`config.mk`:
```
export PLATFORM = sky130hd
export DESIGN_NAME = alu_cmd_sequencer
export DESIGN_NICKNAME = d
export VERILOG_FILES = /design/src/rtl/alu_cmd_sequencer.sv
export SDC_FILE = /design/constraint.sdc
export NUM_CORES = 1
export LEC_CHECK = 0
export BUFFER_PORTS_ARGS = -buffer_cell sky130_fd_sc_hd__buf_2
export CORE_MARGIN = 4
export CORE_UTILIZATION = 50
export DETAILED_ROUTE_END_ITERATION = 6
export MAX_ROUTING_LAYER = met4
export PLACE_DENSITY_LB_ADDON = 0.25
export SLEW_MARGIN = 20
export SYNTH_ARGS = -nofsm -noshare
export SYNTH_HDL_FRONTEND = slang
export SYNTH_SLANG_ARGS = --single-unit
```
`constraint.sdc`:
```
create_clock -name clk -period 2.8 [get_ports clk]
set_clock_uncertainty 0.05 [all_clocks]
set_input_delay 0.56 -clock clk [delete_from_list [all_inputs] [get_ports clk]]
set_output_delay 0.56 -clock clk [all_outputs]
set_load 0.01 [all_outputs]
```
`src/rtl/alu_cmd_sequencer.sv`:
```
`default_nettype none
// ============================================================================
// Module   : alu_cmd_sequencer
// Purpose  : Command FIFO plus single-issue sequencer for the ALU593 datapath.
//            Optional macro ALU_SEQ_TIMEOUT_EN aborts a stalled ALU command.
// Revision : 1.0  initial release
// ============================================================================
module alu_cmd_sequencer #(
    parameter int DEPTH   = 4,
    parameter int TIMEOUT = 15
) (
    input  logic                   clk,
    input  logic                   reset_n,
    input  logic                   cmd_valid,
    output logic                   cmd_ready,
    input  logic [3:0]             cmd_op,
    input  logic [7:0]             cmd_a,
    input  logic [7:0]             cmd_b,
    output logic [3:0]             alu_op,
    output logic [7:0]             alu_a,
    output logic [7:0]             alu_b,
    output logic                   alu_start,
    input  logic                   alu_done,
    input  logic [15:0]            alu_result,
    output logic                   rsp_valid,
    input  logic                   rsp_ready,
    output logic [15:0]            rsp_data,
    output logic [3:0]             rsp_op,
    output logic                   rsp_err,
    output logic [$clog2(DEPTH):0] fifo_count,
    output logic                   busy
);

    localparam int                 c_PTR_W        = $clog2(DEPTH);
    localparam int                 c_CNT_W        = c_PTR_W + 1;
    localparam logic [c_CNT_W-1:0] c_FULL         = c_CNT_W'(DEPTH);
    localparam logic [15:0]        c_TIMEOUT_DATA = 16'hDEAD;

    // DEPTH must be a power of two so the pointers wrap naturally
    if (DEPTH < 2 || (DEPTH & (DEPTH - 1)) != 0 || TIMEOUT < 1 || TIMEOUT > 255) begin : g_bad_params
        $error("alu_cmd_sequencer: illegal DEPTH or TIMEOUT");
    end

    typedef enum logic [1:0] {
        S_IDLE  = 2'd0,
        S_ISSUE = 2'd1,
        S_WAIT  = 2'd2,
        S_OUT   = 2'd3
    } state_t;

    state_t             r_state;
    state_t             w_state_nxt;

    logic [19:0]        r_fifo_mem [DEPTH];
    logic [c_PTR_W-1:0] r_wr_ptr;
    logic [c_PTR_W-1:0] r_rd_ptr;
    logic [c_CNT_W-1:0] r_count;

    logic [3:0]         r_op;
    logic [7:0]         r_a;
    logic [7:0]         r_b;
    logic [15:0]        r_rsp_data;
    logic               r_rsp_err;

    logic               w_push;
    logic               w_pop;
    logic               w_timeout;
    logic [19:0]        w_head;
    logic               w_head_alu;
    logic               w_head_rsvd;

    assign w_push      = cmd_valid && cmd_ready;
    assign w_pop       = (r_state == S_IDLE) && (r_count != '0);
    assign w_head      = r_fifo_mem[r_rd_ptr];
    assign w_head_alu  = (w_head[19:16] >= 4'd1)  && (w_head[19:16] <= 4'd9);
    assign w_head_rsvd = (w_head[19:16] >= 4'd10) && (w_head[19:16] <= 4'd14);

    always_ff @(posedge clk) begin
        if (w_push) begin
            r_fifo_mem[r_wr_ptr] <= {cmd_op, cmd_a, cmd_b};
        end
    end

    always_ff @(posedge clk) begin
        if (!reset_n) begin
            r_wr_ptr <= '0;
            r_rd_ptr <= '0;
            r_count  <= '0;
        end else begin
            if (w_push) begin
                r_wr_ptr <= r_wr_ptr + c_PTR_W'(1);
            end
            if (w_pop) begin
                r_rd_ptr <= r_rd_ptr + c_PTR_W'(1);
            end
            case ({w_push, w_pop})
                2'b10:   r_count <= r_count + c_CNT_W'(1);
                2'b01:   r_count <= r_count - c_CNT_W'(1);
                default: r_count <= r_count;
            endcase
        end
    end

`ifdef ALU_SEQ_TIMEOUT_EN
    localparam logic [7:0] c_WAIT_LAST = 8'(TIMEOUT - 1);

    logic [7:0] r_wait_cnt;

    always_ff @(posedge clk) begin
        if (!reset_n) begin
            r_wait_cnt <= '0;
        end else if (r_state == S_ISSUE) begin
            r_wait_cnt <= '0;
        end else if (r_state == S_WAIT) begin
            r_wait_cnt <= r_wait_cnt + 8'd1;
        end
    end

    // A done arriving in the final WAIT cycle still takes priority
    assign w_timeout = (r_state == S_WAIT) && !alu_done && (r_wait_cnt == c_WAIT_LAST);
`else
    assign w_timeout = 1'b0;
`endif

    always_ff @(posedge clk) begin
        if (!reset_n) begin
            r_state    <= S_IDLE;
            r_op       <= '0;
            r_a        <= '0;
            r_b        <= '0;
            r_rsp_data <= '0;
            r_rsp_err  <= 1'b0;
        end else begin
            r_state <= w_state_nxt;
            if (w_pop) begin
                {r_op, r_a, r_b} <= w_head;
                r_rsp_data       <= '0;
                r_rsp_err        <= w_head_rsvd;
            end else if (r_state == S_WAIT) begin
                if (alu_done) begin
                    r_rsp_data <= alu_result;
                    r_rsp_err  <= 1'b0;
                end else if (w_timeout) begin
                    r_rsp_data <= c_TIMEOUT_DATA;
                    r_rsp_err  <= 1'b1;
                end
            end
        end
    end

    always_comb begin
        w_state_nxt = r_state;
        alu_start   = 1'b0;
        alu_op      = '0;
        alu_a       = '0;
        alu_b       = '0;
        rsp_valid   = 1'b0;
        case (r_state)
            S_IDLE: begin
                if (w_pop) begin
                    w_state_nxt = w_head_alu ? S_ISSUE : S_OUT;
                end
            end
            S_ISSUE: begin
                alu_start   = 1'b1;
                alu_op      = r_op;
                alu_a       = r_a;
                alu_b       = r_b;
                w_state_nxt = S_WAIT;
            end
            S_WAIT: begin
                alu_op = r_op;
                alu_a  = r_a;
                alu_b  = r_b;
                if (alu_done || w_timeout) begin
                    w_state_nxt = S_OUT;
                end
            end
            S_OUT: begin
                rsp_valid = 1'b1;
                if (rsp_ready) begin
                    w_state_nxt = S_IDLE;
                end
            end
            default: w_state_nxt = S_IDLE;
        endcase
    end

    assign cmd_ready  = (r_count < c_FULL);
    assign fifo_count = r_count;
    assign rsp_data   = r_rsp_data;
    assign rsp_op     = r_op;
    assign rsp_err    = r_rsp_err;
    assign busy       = (r_state != S_IDLE) || (r_count != '0);

endmodule
`default_nettype wire

```
After elaboration in Yosys (flattened, before gate mapping) --
Memories as Yosys holds them, arrays and structs flattened. A register that Yosys moved wholly into a read port is not among the register bits. Index checks and enable logic that the tools add are counted.
Cells by class: $add $sub $neg 4, $lt $le $gt $ge 5, equality and inequality tests 8, muxes and demuxes 18, bitwise logic cells 1, reduce and logical (&&, ||, !) cells 16
Operator list (count):
- $mux 8 | 2
- $mux 2 | 6
- $le 4x4->1 const B | 2
- $pmux 2 s4 | 1
- $reduce_bool 2->1 | 4
- $mux 1 | 7
- $eq 2x2->1 const B | 3
- $ne 2x2->1 const B | 3
- $pmux 3 s2 | 1
- $add 2x1->2 const B | 2
- $eq 2x1->1 const B | 2
- $ge 4x1->1 const B | 1
- $ge 4x4->1 const B | 1
- $logic_and 1x1->1 | 4
- $mux 4 | 1
- $reduce_and 2->1 | 2
- $reduce_or 2->1 | 2
- $add 3x1->3 const B | 1
- $lt 3x3->1 const B | 1
- $reduce_and 3->1 | 1
- $reduce_bool 3->1 | 1
- $sub 3x1->3 const B | 1
- $logic_not 2->1 | 1
- $logic_or 1x1->1 | 1
- $not 1->1 | 1
Word-level totals: bits in registers 46, RAM bits 80, logic and storage cells 62, memories kept 1
Memories:
- r_fifo_mem | words 4, width 20, rd ports 1, clocked after Yosys merged registers in 1, wr ports 1, RTL line 54 | logic [19:0] r_fifo_mem [DEPTH];

Longest topological paths before layout --
depth after elaboration 5, gate-level depth with buffers 11, mapped depth without buffers 10

Worst setup path after synthesis --
OpenSTA, ideal clock, no wires.
path kind register -> register, from reg r_count[2], in the netlist fifo_count[2], to reg r_count[2], in the netlist fifo_count[2], setup time 76 ps, arrival time 2349 ps, slack 325 ps, cell stages (with the launch flop) 11, path buffers 1, clock period less this slack 2475 ps, path through dfxtp_1 -> nor3_1 -> nand2b_1 -> inv_1 -> buf_1 -> ha_1 -> inv_1 -> fa_1 -> xor2_1 -> or3_1 -> a21boi_0
Between the ends: word-level cells in the longest chain between the ends 4, elaborated cells on any way between the ends 10, classes of those cells add/sub (2); order compare (1); eq/ne (2); mux (1); reduce/logical (4)
Ends and longest elaborated chain:
- start: declaration | RTL line 57 | logic [c_CNT_W-1:0] r_count;
- start signal: assignment | RTL line 97 | 2'b10: r_count <= r_count + c_CNT_W'(1);
- start signal: assignment | RTL line 98 | 2'b01: r_count <= r_count - c_CNT_W'(1);
- start signal: assignment | RTL line 99 | default: r_count <= r_count;
- $reduce_bool 3->1 (*) | RTL line 73 | assign w_pop = (r_state == S_IDLE) && (r_count != '0);
- $logic_and 1x1->1 (*) | RTL line 73
- net w_pop | RTL line 66 | logic w_pop;
- $eq 2x1->1 / $eq 2x2->1 (equally long branches) | RTL line 96 | case ({w_push, w_pop})
- $pmux 3 s2 / $reduce_bool 2->1 (equally long branches)
Mark *: on every way through the listed nets, which the timed path passes. The rest lies on a longest branch. A chain may end at the register's enable or synchronous reset.

Worst setup path in the final report --
from reg r_state[0], to out alu_b[1]
Between the ends: word-level cells in the longest chain between the ends 3, elaborated cells on any way between the ends 4, classes of those cells eq/ne (2); mux (1); reduce/logical (1)
Ends and longest elaborated chain:
- start: declaration | RTL line 51 | state_t r_state;
- start signal: assignment | RTL line 134 | r_state <= w_state_nxt;
- $eq 2x2->1 / $eq 2x1->1 (equally long branches) | RTL line 158 | case (r_state)
- $reduce_or 2->1 (no source line) (*)
- $mux 8 (*) | RTL line 158
- end: declaration | RTL line 21 | output logic [7:0] alu_b,
Every way passes the cells marked *; elsewhere a longest branch is shown, timed or not.

==> flow_metrics.env <==
export IMPL_crit_end="alu_b[1]"
export IMPL_cp_startpoint="r_state[0]"
export IMPL_r2r_start="r_state[0]"
export IMPL_mappedNetlistNets=413
export IMPL_p_sw_share_pct=30.1
export IMPL_die_area_um2=11700
export IMPL_core_um2=9770
export IMPL_clkSlewWorstSetupHoldPaths_ps=60
export IMPL_ir_drop_v=0.000454
export IMPL_power_density_nw_per_um2=997
export IMPL_final_area_um2=6240
export IMPL_antenna_left=0
export IMPL_syn_area_um2=5030
export IMPL_crit_chain="inv_1, ha_1, and2_1, buf_2"
export IMPL_r2r_end="fifo_count[2]"
export IMPL_critPathMaxFanout=22
export IMPL_setup_slack_ps=178
export IMPL_io_buffers=88
export IMPL_cp_required_ps=2190
export IMPL_diodes=0
export IMPL_ys_ff_latch=128
export IMPL_avgSynthCellArea_um2=13.9
export IMPL_hp_class="input port to flip-flop"
export IMPL_start_util_pct=51.4
export IMPL_viasPerCell=4.97
export IMPL_cts_max_level=4
export IMPL_report_final_hold_viol_count=0
export IMPL_cp_end_kind="output port"
export IMPL_cts_resized=0
export IMPL_critPathMaxStageDelay_ps=680
export IMPL_setup_violations=0
export IMPL_cts_tree="yes"
export IMPL_cts_setup_buffers=0
export IMPL_min_period_ps=2620
export IMPL_period_share_pct=93.6
export IMPL_synth_xor_area_share_pct=0.871
export IMPL_synth_fa_ha_area_share_pct=2.89
export IMPL_clock_root_buffer="clkbuf_8"
export IMPL_overflow=0
export IMPL_slew_headroom_pct=58.9
export IMPL_drive_above_1_share_pct=30.1
export IMPL_tns_ps=0
export IMPL_syn2layout_area_growth_pct=24.1
export IMPL_synth_distinct_cells=33
export IMPL_synth_simple_area_share_pct=10.8
export IMPL_routedWlPerCell_um=15.8
export IMPL_place_area_um2=5660
export IMPL_synth_warnings=0
export IMPL_rrSetupSlack_ps=620
export IMPL_start_kind="flip-flop"
export IMPL_synthCells=361
export IMPL_rr_worst_depth=10
export IMPL_power_uw=6220
export IMPL_worst_slew_pin_slew_ps=616
export IMPL_globalplace_congestion=0.739
export IMPL_worstPathArrival_ps=2010
export IMPL_first_pass_iters=4
export IMPL_track_usage_pct=17.5
export IMPL_die_h_um=108
export IMPL_crit_slowest_cell="ha_1"
export IMPL_synth_area_top_cells="edfxtp_1 (48%), dfxtp_1 (19%), mux4_2 (5.8%), nand2_1 (5.8%), and2_1 (3.9%)"
export IMPL_dr_first_iter_drc_count=177
export IMPL_num_nets_final=511
export IMPL_comb_power_share_pct=25.4
export IMPL_vias=3009
export IMPL_synth_top_area_share_pct=47.8
export IMPL_synth_top_area_cell="edfxtp_1"
export IMPL_status="finished clean"
export IMPL_yosysSeqAreaShare_pct=66.9
export IMPL_dieWidth_um=108
export IMPL_grt_max_degree=24
export IMPL_p_leak_uw=0.00243
export IMPL_timing_fmax_mhz=381
export IMPL_clk_path_buf_depth=2
export IMPL_holdWs_ps=209
export IMPL_critical_path_class="flip-flop to output port"
export IMPL_switchingPower_uw=1870
export IMPL_ctsHoldBuffers=0
export IMPL_numCtsBuffers=17
export IMPL_drc_errors=0
export IMPL_cts_sinks=128
export IMPL_drt_wl_total_mm=9.54
export IMPL_clock_power_share_pct=33.2
export IMPL_synth_top_family_by_area="simple AND/OR/NAND/NOR gates"
export IMPL_synth_mux_area_share_pct=9.68
export IMPL_antenna_found_initial=0
export IMPL_insertion_delay_ps=510
export IMPL_grt_pass1_wl_mm=14.9
export IMPL_maxCapViolCount=0
export IMPL_synth_compound_area_share_pct=6.40
export IMPL_internal_power_uw=4350
export IMPL_seqPwrFrac_pct=41.4
export IMPL_pin_count=89
export IMPL_rsz0062_at_grt="no"
export IMPL_row_count=36
export IMPL_dpl_hpwl_mm=6.26
export IMPL_pre_cts_slack_ps=511
export IMPL_maxSlewViolCount=0
export IMPL_grt_pass1_vias=2989
-- worst min-delay path by stage --
stage                  from           endpoint  cells after the start
2_1_floorplan        r_b[0]             r_b[0]                      2
3_3_place_gp   rsp_data[15]       rsp_data[15]                      2
3_5_place_dp    rsp_data[3]        rsp_data[3]                      2
4_1_cts            cmd_b[0]   r_fifo_mem[0][0]                      1
5_1_grt            cmd_b[0]   r_fifo_mem[1][0]                      1
6_report           cmd_a[4]  r_fifo_mem[2][12]                      1
-- registers in the layout, summed over array words and instances, names as in the netlist, named ones only --
name	flops
r_fifo_mem	80
rsp_data	16
r_a	8
r_b	8
rsp_op	4
fifo_count	3
r_rd_ptr	2
r_state	2
r_wr_ptr	2
rsp_err	1
-- power by group through the flow --
stage	registers [µW]	clock network [µW]	logic (µW)
final	2570	2070	1580
after CTS	2580	2100	1620
after global placement	2590	0	1570
after global routing	2610	2200	1760
after detailed placement	2610	0	1610
after floorplan	2570	0	1070
-- cell usage after synthesis (all sizes together) --
master   instances
edfxtp          80
nand2           78
dfxtp           48
and2            31
a21boi          22
mux4            20
a21oi           17
clkbuf          14
inv             12
ha              10
buf              4
nor2b            3
xnor2            3
nor2             2
o21ai            2
xor2             2
a222oi           1
a31oi            1
a41o             1
fa               1
mux2i            1
nand2b           1
nor3             1
nor4             1
o2111ai          1
o211a            1
o21a             1
o221ai           1
or3              1
-- cells in the final DEF, fill, tap and decap left out, types with 12 or more instances in the layout --
| master | instances |
|---|---|
| nand2_1 | 78 |
| buf_2 | 88 |
| and2_1 | 31 |
| dfxtp_1 | 48 |
| a21boi_0 | 21 |
| mux4_2 | 13 |
| edfxtp_1 | 80 |
| a21oi_1 | 17 |
| inv_1 | 12 |
| clkbuf_16 | 19 |
-- stage by stage --
stage               std cells  util, %
CTS                       605     63.8
global placement          573     57.9
finish                    605     63.8
detailed placement        573     57.9
floorplan                 361        -
global route              605     63.8
-- cell families (layout without fill, tap and decap cells) --
| kind of cell | Yosys count | count (layout) |
|---|---|---|
| AOI/OAI and AO/OA | 48 | 48 |
| adders and majority gates | 11 | 11 |
| muxes | 21 | 21 |
| xor gates and xnor gates | 5 | 5 |
| DFF | 128 | 128 |
| and+or+nand+nor | 118 | 118 |
| buffers and inverters | 30 | 141 |
-- layer usage --
layer	track usage (%)	share of wire (%)	up-vias
met4	6.22	1.1	0
met5	-	0	-
li1	-	-	1485
met3	5.07	5.6	9
met2	28.8	50	81
met1	20.6	43	1434
-- cell type report --
type / count / area [µm²]
fill: 735 / 3530
sequential: 128 / 3360
multi-input combinational: 203 / 1540
timing repair buffer: 97 / 546
clock buffer: 23 / 514
tap: 133 / 166
clock inverter: 9 / 65.1
inverter: 12 / 45.0
-- worst max-delay path: cells and delay by family (launching register included) --
kind,cells,cell delay [ps]
buffers and inverters,2,230
DFF,1,380
and+or+nand+nor,1,210
adders and majority gates,1,680
Power figures use the tool's default switching activity.
